## config.mk

```make
export PLATFORM = sky130hd
export DESIGN_NAME = restoring_divider_param
export DESIGN_NICKNAME = d
export VERILOG_FILES = /design/src/rtl/div_pkg.sv /design/src/rtl/div_step.sv /design/src/rtl/restoring_divider_param.sv
export SDC_FILE = /design/constraint.sdc
export NUM_CORES = 1
export LEC_CHECK = 0
export BUFFER_PORTS_ARGS = -buffer_cell sky130_fd_sc_hd__buf_4
export CAP_MARGIN = 20
export CORE_ASPECT_RATIO = 0.8
export CORE_UTILIZATION = 35
export CTS_BUF_LIST = sky130_fd_sc_hd__clkbuf_4 sky130_fd_sc_hd__clkbuf_8 sky130_fd_sc_hd__clkbuf_16
export DETAILED_ROUTE_END_ITERATION = 10
export HOLD_SLACK_MARGIN = 0.1
export PLACE_DENSITY = 0.65
export SLEW_MARGIN = 20
export SYNTH_ARGS = -nofsm -noshare
export SYNTH_HDL_FRONTEND = slang
export SYNTH_SLANG_ARGS = --single-unit
```

## constraint.sdc

```tcl
create_clock -name clk -period 6.8 [get_ports clk]
set_input_delay 1.36 -clock clk [delete_from_list [all_inputs] [get_ports clk]]
set_output_delay 1.36 -clock clk [all_outputs]
set_load 0.02 [all_outputs]
```

## src/rtl/div_pkg.sv

```systemverilog
// Shared types and width-generic helpers for the restoring divider.
package div_pkg;

  typedef enum logic [1:0] {
    IDLE = 2'd0,
    RUN  = 2'd1,
    FIX  = 2'd2,
    DONE = 2'd3
  } div_state_t;

  localparam int MAXW = 64;
  typedef logic [MAXW-1:0] wide_t;

  function automatic int cw_of(input int unsigned dw);
    return $clog2(dw + 1);
  endfunction

  // Helpers work on a MAXW container; only the low w bits are meaningful.
  function automatic wide_t neg_w(input wide_t v, input int unsigned w);
    wide_t mask;
    mask = (w >= MAXW) ? '1 : ((wide_t'(1) << w) - wide_t'(1));
    return (~v + wide_t'(1)) & mask;
  endfunction

  function automatic wide_t abs_w(input wide_t v, input int unsigned w);
    return (((v >> (w - 1)) & wide_t'(1)) != '0) ? neg_w(v, w) : v;
  endfunction

endpackage

```

## src/rtl/div_step.sv

```systemverilog
// One combinational restoring-division iteration on a VW-bit partial remainder.
module div_step #(
  parameter int VW = 16
) (
  input  logic [VW-1:0] rem,
  input  logic          qmsb,
  input  logic [VW-1:0] dmag,
  output logic [VW-1:0] rem_next,
  output logic          qbit
);

  logic [VW:0] diff;

  always_comb begin
    diff = {rem, qmsb} - {1'b0, dmag};
    if (!diff[VW]) begin
      rem_next = diff[VW-1:0];
      qbit     = 1'b1;
    end else begin
      rem_next = {rem[VW-2:0], qmsb};
      qbit     = 1'b0;
    end
  end

endmodule

```

## src/rtl/restoring_divider_param.sv

```systemverilog
// Multi-cycle restoring divider: one quotient bit per clock, optional signed mode,
// divide-by-zero and overflow flags, results held in DONE.
module restoring_divider_param
  import div_pkg::*;
#(
  parameter  int DW = 32,
  parameter  int VW = 16,
  localparam int CW = cw_of(DW)
) (
  input  logic          clk,
  input  logic          clear,
  input  logic          start,
  input  logic          is_signed,
  input  logic [DW-1:0] a,
  input  logic [VW-1:0] b,
  output logic [DW-1:0] q,
  output logic [VW-1:0] r,
  output logic          busy,
  output logic          ready,
  output logic          div_by_zero,
  output logic          ovf,
  output logic [CW-1:0] counter
);

  div_state_t    state, state_n;
  logic          accept;
  logic          b_zero;
  logic          a_neg, b_neg, a_min, zdiv;
  logic [DW-1:0] amag;
  logic [VW-1:0] bmag;
  logic [VW-1:0] rem, rem_n;
  logic          qbit;

  assign b_zero = (b == '0);

  div_step #(.VW(VW)) u_step (
    .rem      (rem),
    .qmsb     (amag[DW-1]),
    .dmag     (bmag),
    .rem_next (rem_n),
    .qbit     (qbit)
  );

  always_ff @(posedge clk or posedge clear) begin
    if (clear) state <= IDLE;
    else       state <= state_n;
  end

  // b==0 skips RUN and reports through FIX, giving the one-edge latency.
  always_comb begin
    state_n = state;
    accept  = 1'b0;
    case (state)
      IDLE, DONE: begin
        if (start) begin
          accept  = 1'b1;
          state_n = b_zero ? FIX : RUN;
        end
      end
      RUN:     if (counter == CW'(DW - 1)) state_n = FIX;
      FIX:     state_n = DONE;
      default: state_n = IDLE;
    endcase
  end

  always_ff @(posedge clk or posedge clear) begin
    if (clear) begin
      a_neg       <= 1'b0;
      b_neg       <= 1'b0;
      a_min       <= 1'b0;
      zdiv        <= 1'b0;
      amag        <= '0;
      bmag        <= '0;
      rem         <= '0;
      q           <= '0;
      r           <= '0;
      busy        <= 1'b0;
      ready       <= 1'b0;
      div_by_zero <= 1'b0;
      ovf         <= 1'b0;
      counter     <= '0;
    end else if (accept) begin
      a_neg       <= is_signed & a[DW-1];
      b_neg       <= is_signed & b[VW-1];
      a_min       <= is_signed & a[DW-1] & (a[DW-2:0] == '0);
      zdiv        <= b_zero;
      amag        <= is_signed ? DW'(abs_w(wide_t'(a), DW)) : a;
      bmag        <= is_signed ? VW'(abs_w(wide_t'(b), VW)) : b;
      // The remainder register carries a[VW-1:0] through to r on divide-by-zero.
      rem         <= b_zero ? a[VW-1:0] : '0;
      busy        <= 1'b1;
      ready       <= 1'b0;
      div_by_zero <= 1'b0;
      ovf         <= 1'b0;
      counter     <= '0;
    end else if (state == RUN) begin
      rem     <= rem_n;
      amag    <= {amag[DW-2:0], qbit};
      counter <= counter + CW'(1);
    end else if (state == FIX) begin
      busy  <= 1'b0;
      ready <= 1'b1;
      if (zdiv) begin
        q           <= '1;
        r           <= rem;
        div_by_zero <= 1'b1;
      end else begin
        q   <= (a_neg ^ b_neg) ? DW'(neg_w(wide_t'(amag), DW)) : amag;
        r   <= a_neg ? VW'(neg_w(wide_t'(rem), VW)) : rem;
        ovf <= a_min & amag[DW-1];
      end
    end
  end

endmodule

```

# [Word-level counts from Yosys, hierarchy flattened]
# Index checks and enable logic that the tools add are counted.
[op_classes] addsub=6 n_reduce_logical=12 n_mux=37 bitwise=11 n_eq_ne=8
[ops] cell="$mux 32" count=6
[ops] cell="$mux 16" count=8
[ops] cell="$add 32x1->32 const B" count=2
[ops] cell="$not 32->32" count=2
[ops] cell="$add 16x1->16 const B" count=2
[ops] cell="$not 16->16" count=2
[ops] cell="$logic_not 31->1" count=1
[ops] cell="$mux 1" count=17
[ops] cell="$sub 17x16->17" count=1
[ops] cell="$logic_not 16->1" count=1
[ops] cell="$mux 6" count=2
[ops] cell="$reduce_and 3->1" count=3
[ops] cell="$ne 2x2->1 const B" count=4
[ops] cell="$add 6x1->6 const B" count=1
[ops] cell="$eq 6x5->1 const B" count=1
[ops] cell="$mux 2" count=3
[ops] cell="$pmux 2 s3" count=1
[ops] cell="$reduce_bool 2->1" count=3
[ops] cell="$and 1x1->1" count=4
[ops] cell="$eq 2x2->1 const B" count=2
[ops] cell="$reduce_and 2->1" count=2
[ops] cell="$eq 2x1->1 const B" count=1
[ops] cell="$logic_not 2->1" count=1
[ops] cell="$not 1->1" count=2
[ops] cell="other kinds (2)" count=2
[word_totals] wordCells=89 inputBits=52 ff_bits=128 output_inout_bits=58

# [Depth between registers and ports, before layout]
[depth] depth_word=5 depth_mapped=11 ltp_nobuf=10

# [By module]
# A second synthesis with hierarchy kept.
[hier_totals] cells_unflattened=945 hier_area_um2=8430.6
[by_module_without_submodules] module="restoring_divider_param" n_inst=1 seq_area_each_um2=3203.1 cells_each=817 area_each_um2=7420.9
[by_module_without_submodules] module="div_step" n_inst=1 seq_area_each_um2=0.0 cells_each=128 area_each_um2=1009.7

# [Worst setup path after synthesis]
# OpenSTA, ideal clock, no wires.
[synth_timing] path_type="input to register" from="in a[6]" to="reg amag[28]" cell_stages=7 arrival_ns=2.991 path_buffers=0 slack_ns=3.672 cell_sequence="or4_4 -> and4bb_1 -> nand2_1 -> nor3_1 -> a21oi_1 -> xnor2_1 -> a21oi_1"
[synth_via] elab_chain_len=5
[synth_rtl] element="start: declaration" line="restoring_divider_param.sv:14" source="input logic [DW-1:0] a,"
[synth_rtl] element="$not 32->32" line="div_pkg.sv:22" source="return (~v + wide_t'(1)) & mask;"
[synth_rtl] element="$add 32x1->32" line="div_pkg.sv:22"
[synth_rtl] element="$mux 32" line="div_pkg.sv:26" source="return (((v >> (w - 1)) & wide_t'(1)) != '0) ? neg_w(v, w) : v;"
[synth_rtl] element="$mux 32" line="restoring_divider_param.sv:87" source="amag <= is_signed ? DW'(abs_w(wide_t'(a), DW)) : a;"
[synth_rtl] element="$mux 32" line="restoring_divider_param.sv:82" source="end else if (accept) begin"
[synth_rtl] element="end signal: assignment" line="restoring_divider_param.sv:87"
[synth_rtl] element="end signal: assignment" line="restoring_divider_param.sv:98" source="amag <= {amag[DW-2:0], qbit};"
[synth_rtl] element="end: declaration" line="restoring_divider_param.sv:29" source="logic [DW-1:0] amag;"
# Every way passes these cells.
# A chain may end at the register's enable or synchronous reset.

# [Worst setup path in the final report]
[layout_timing] from="in a[6]" to="reg amag[30]"
# Same word-level chain as after synthesis.

==> flow_metrics.py <==
metrics = {
    "status": {
        "outcome": "finished, final reports clean",
    },
    "routing": {
        "finalWirelength_microns": 23900,
        "viasPerCell": 5.42,
        "ant_nets": 0,
        "wl_per_cell_microns": 17.4,
        "firstDrtPassIters": 5,
        "drcViolationCount": 0,
        "drt_iter0_markers": 618,
        "vias": 7428,
    },
    "yosys": {
        "synthesis.area_sq_um": 8280,
        "synth_top_flop_cell": "dfrtp_1",
        "synthXorXnorAreaFrac": 0.103,
        "netlist_instances": 967,
        "synthSimpleGateAreaFrac": 0.194,
        "yosysSeqAreaShare": 0.387,
        "ys_types": 66,
        "synth_top_area_cell": "dfrtp_1",
        "muxShareOfSynthArea": 0.0364,
        "synth_adder_area_share": 0.0372,
        "ys_top_cells_by_area": "dfrtp_1 39%, xnor2_1 5.8%, a21oi_1 5.7%",
        "yosysTopAreaCellShare": 0.387,
        "synth_nets": 1043,
        "synth_edf_count": 0,
        "synth-async-reset-ratio": 1.00,
        "synth_warnings": 0,
        "synth_top_family_by_area": "compound AO/OA/AOI/OAI gates",
        "ys_ff_latch": 128,
        "synth_compound_area_frac": 0.201,
        "synth.avg_cell_area_sq_um": 8.56,
    },
    "placement": {
        "placed_area_sq_um": 9360,
        "finalWeightedCongestion": 0.852,
        "post-dp-hpwl_microns": 17100,
        "io_buffer_count": 109,
    },
    "worst_setup_path": {
        "crit_type": "input pin to register",
        "critPathMaxStageDelay_ps": 590,
        "cp_max_fo": 6,
        "crit_top_cell": "a21oi_1",
        "slowest_stage": "or4_4",
        "path_delay_family": "simple AND/OR/NAND/NOR gates",
        "required_ps": 7070,
        "worstSetupStartpointType": "input pin",
        "cp_num_buf_inv": 1,
        "end_kind": "register",
        "crit_chain": "buf_4 > or4_4 > and4bb_1 > nand2_1 > nor3_1 > a21oi_1 > xnor2_1 > a21oi_1",
        "crit_arrival_ps": 3450,
    },
    "timing": {
        "setup-violations-final": 0,
        "fmax_ghz": 0.314,
        "fin_crit_sh": 0.468,
        "grt_setup_unrepaired": "false",
        "hold_viol": 0,
        "hold_slack_ps": 478,
        "drv_slew": 0,
        "final.setup.tns_ps": 0,
        "slew_headroom": 0.378,
        "skew_ps": 11.1,
        "min_period_ps": 3180,
        "worstMarginPinSlew_ps": 933,
    },
    "floorplanning": {
        "die_area_sq_um": 24300,
        "initial_core_util": 0.363,
        "die_h_microns": 140,
        "rows": 49,
        "fp.coreArea_sq_um": 22800,
        "ioPinCount": 110,
        "die_w_microns": 174,
    },
    "grt": {
        "grt-ovfl-total": 0,
        "grt.total_usage": 0.202,
        "grt_pass1_wl_microns": 38500,
        "antenna_found_initial": 0,
        "grt_pass1_vias": 7005,
        "grt_max_degree": 77,
    },
    "finish": {
        "num_antenna_cells": 0,
        "final_area_sq_um": 10000,
        "drive_gt1_frac": 0.167,
        "nNetsFinal": 1128,
        "utilization": 0.439,
        "syn_to_final_growth_pct": 21.0,
        "layout_common_cells": "128 x dfrtp_1, 123 x nor2_1, 117 x buf_4",
        "final_common_cell": "dfrtp_1",
    },
    "cts": {
        "cts-root-buf": "clkbuf_16",
        "cts_buffers": 17,
        "clockBufferDepth": 2,
        "htreeDepth": 4,
        "cts-hold-fix-buffers": 0,
        "clock_sinks": 128,
        "post_cts_buffers": 0,
        "cts_tree": "done",
        "clkTransAtPathRegs_ps": 60,
        "cts_resized": 0,
        "clk_latency_ps": 430,
    },
    "min_path": {
        "min_path_type": "register to register",
    },
    "power_and_ir_drop": {
        "ir_drop_mv": 0.235,
        "powerDensity_nw_per_um2": 558,
        "cellLeakagePower_nw": 4.31,
        "p_total_mw": 5.58,
    },
    "run": {
        "maxCapViolCount": 0,
    },
}
==> tightest hold or removal path, stage by stage, from the launching register on <==
cell and delay [ps]:
dfrtp_1 340, nand2_1 50, o21ai_0 60
==> per-stage QoR <==
stage	setup slack (ps)	std cells
finish	3620	1371
global route	3500	1371
CTS	3670	1371
detailed placement	3270	1339
global placement	3260	1339
floorplan	2030	967
==> per-layer routing <==
| metal | vias up | share of wire | global-route usage |
|---|---|---|---|
| met1 | 3518 | 0.48 | 0.299 |
| met2 | 286 | 0.42 | 0.281 |
| li1 | 3605 | - | - |
| met4 | 0 | 0.013 | 0.0572 |
| met3 | 19 | 0.089 | 0.0612 |
| met5 | - | 0 | 0 |
==> final cells by class <==
type	instances	area [sq um]
clock inverter	11	186
timing repair buffer	117	878
fill	2258	12800
multi-input combinational	748	4740
inverter	40	153
tap	306	383
clock buffer	21	462
sequential	128	3200
==> path summary, 6_finish.rpt <==
path                          start  depth (start not counted)  slack [ps]  endpoint
hold / removal              bmag[7]                          2         480   bmag[7]
setup reg to reg           amag[31]                         10        3630    rem[4]
min in group asynchronous     clear                          2        1160   amag[2]
hold reg to reg             bmag[7]                          2         480   bmag[7]
setup / recovery               a[6]                          8        3620  amag[30]
max in group asynchronous     clear                          3        4360   rem[10]
==> power breakdown <==
group / switching, mW / leakage, nW / internal (mW)
Sequential: 0.376 / 1.54 / 1.12
Clock: 0.351 / 0.321 / 0.670
Combinational: 1.83 / 2.44 / 1.24
==> sequential cells by signal, indices dropped and copies added (netlist names) <==
signal	count
counter	6
amag	32
busy	1
q	32
b_neg	1
state	2
a_neg	1
r	16
ovf	1
ready	1
rem	16
zdiv	1
div_by_zero	1
a_min	1
bmag	16
==> cells by family after synthesis <==
kind of cell	Yosys count
AND/OR/NAND/NOR	324
AO/OA/AOI/OAI	273
flip-flops	128
XOR/XNOR	97
buffers and inverters	91
multiplexers	30
adder cells (fa/ha/maj)	24
==> Yosys cell counts (all sizes together) (15+ instances only) <==
cell type and instances:
a21oi 94, clkbuf 45, dfrtp 128, ha 23, inv 40, mux2i 29
nand2 79, nand3 16, nor2 123, nor3 23, o21ai 79, o31ai 15
xnor2 55, xor2 42
No activity file was read; power rests on OpenSTA's default activity.
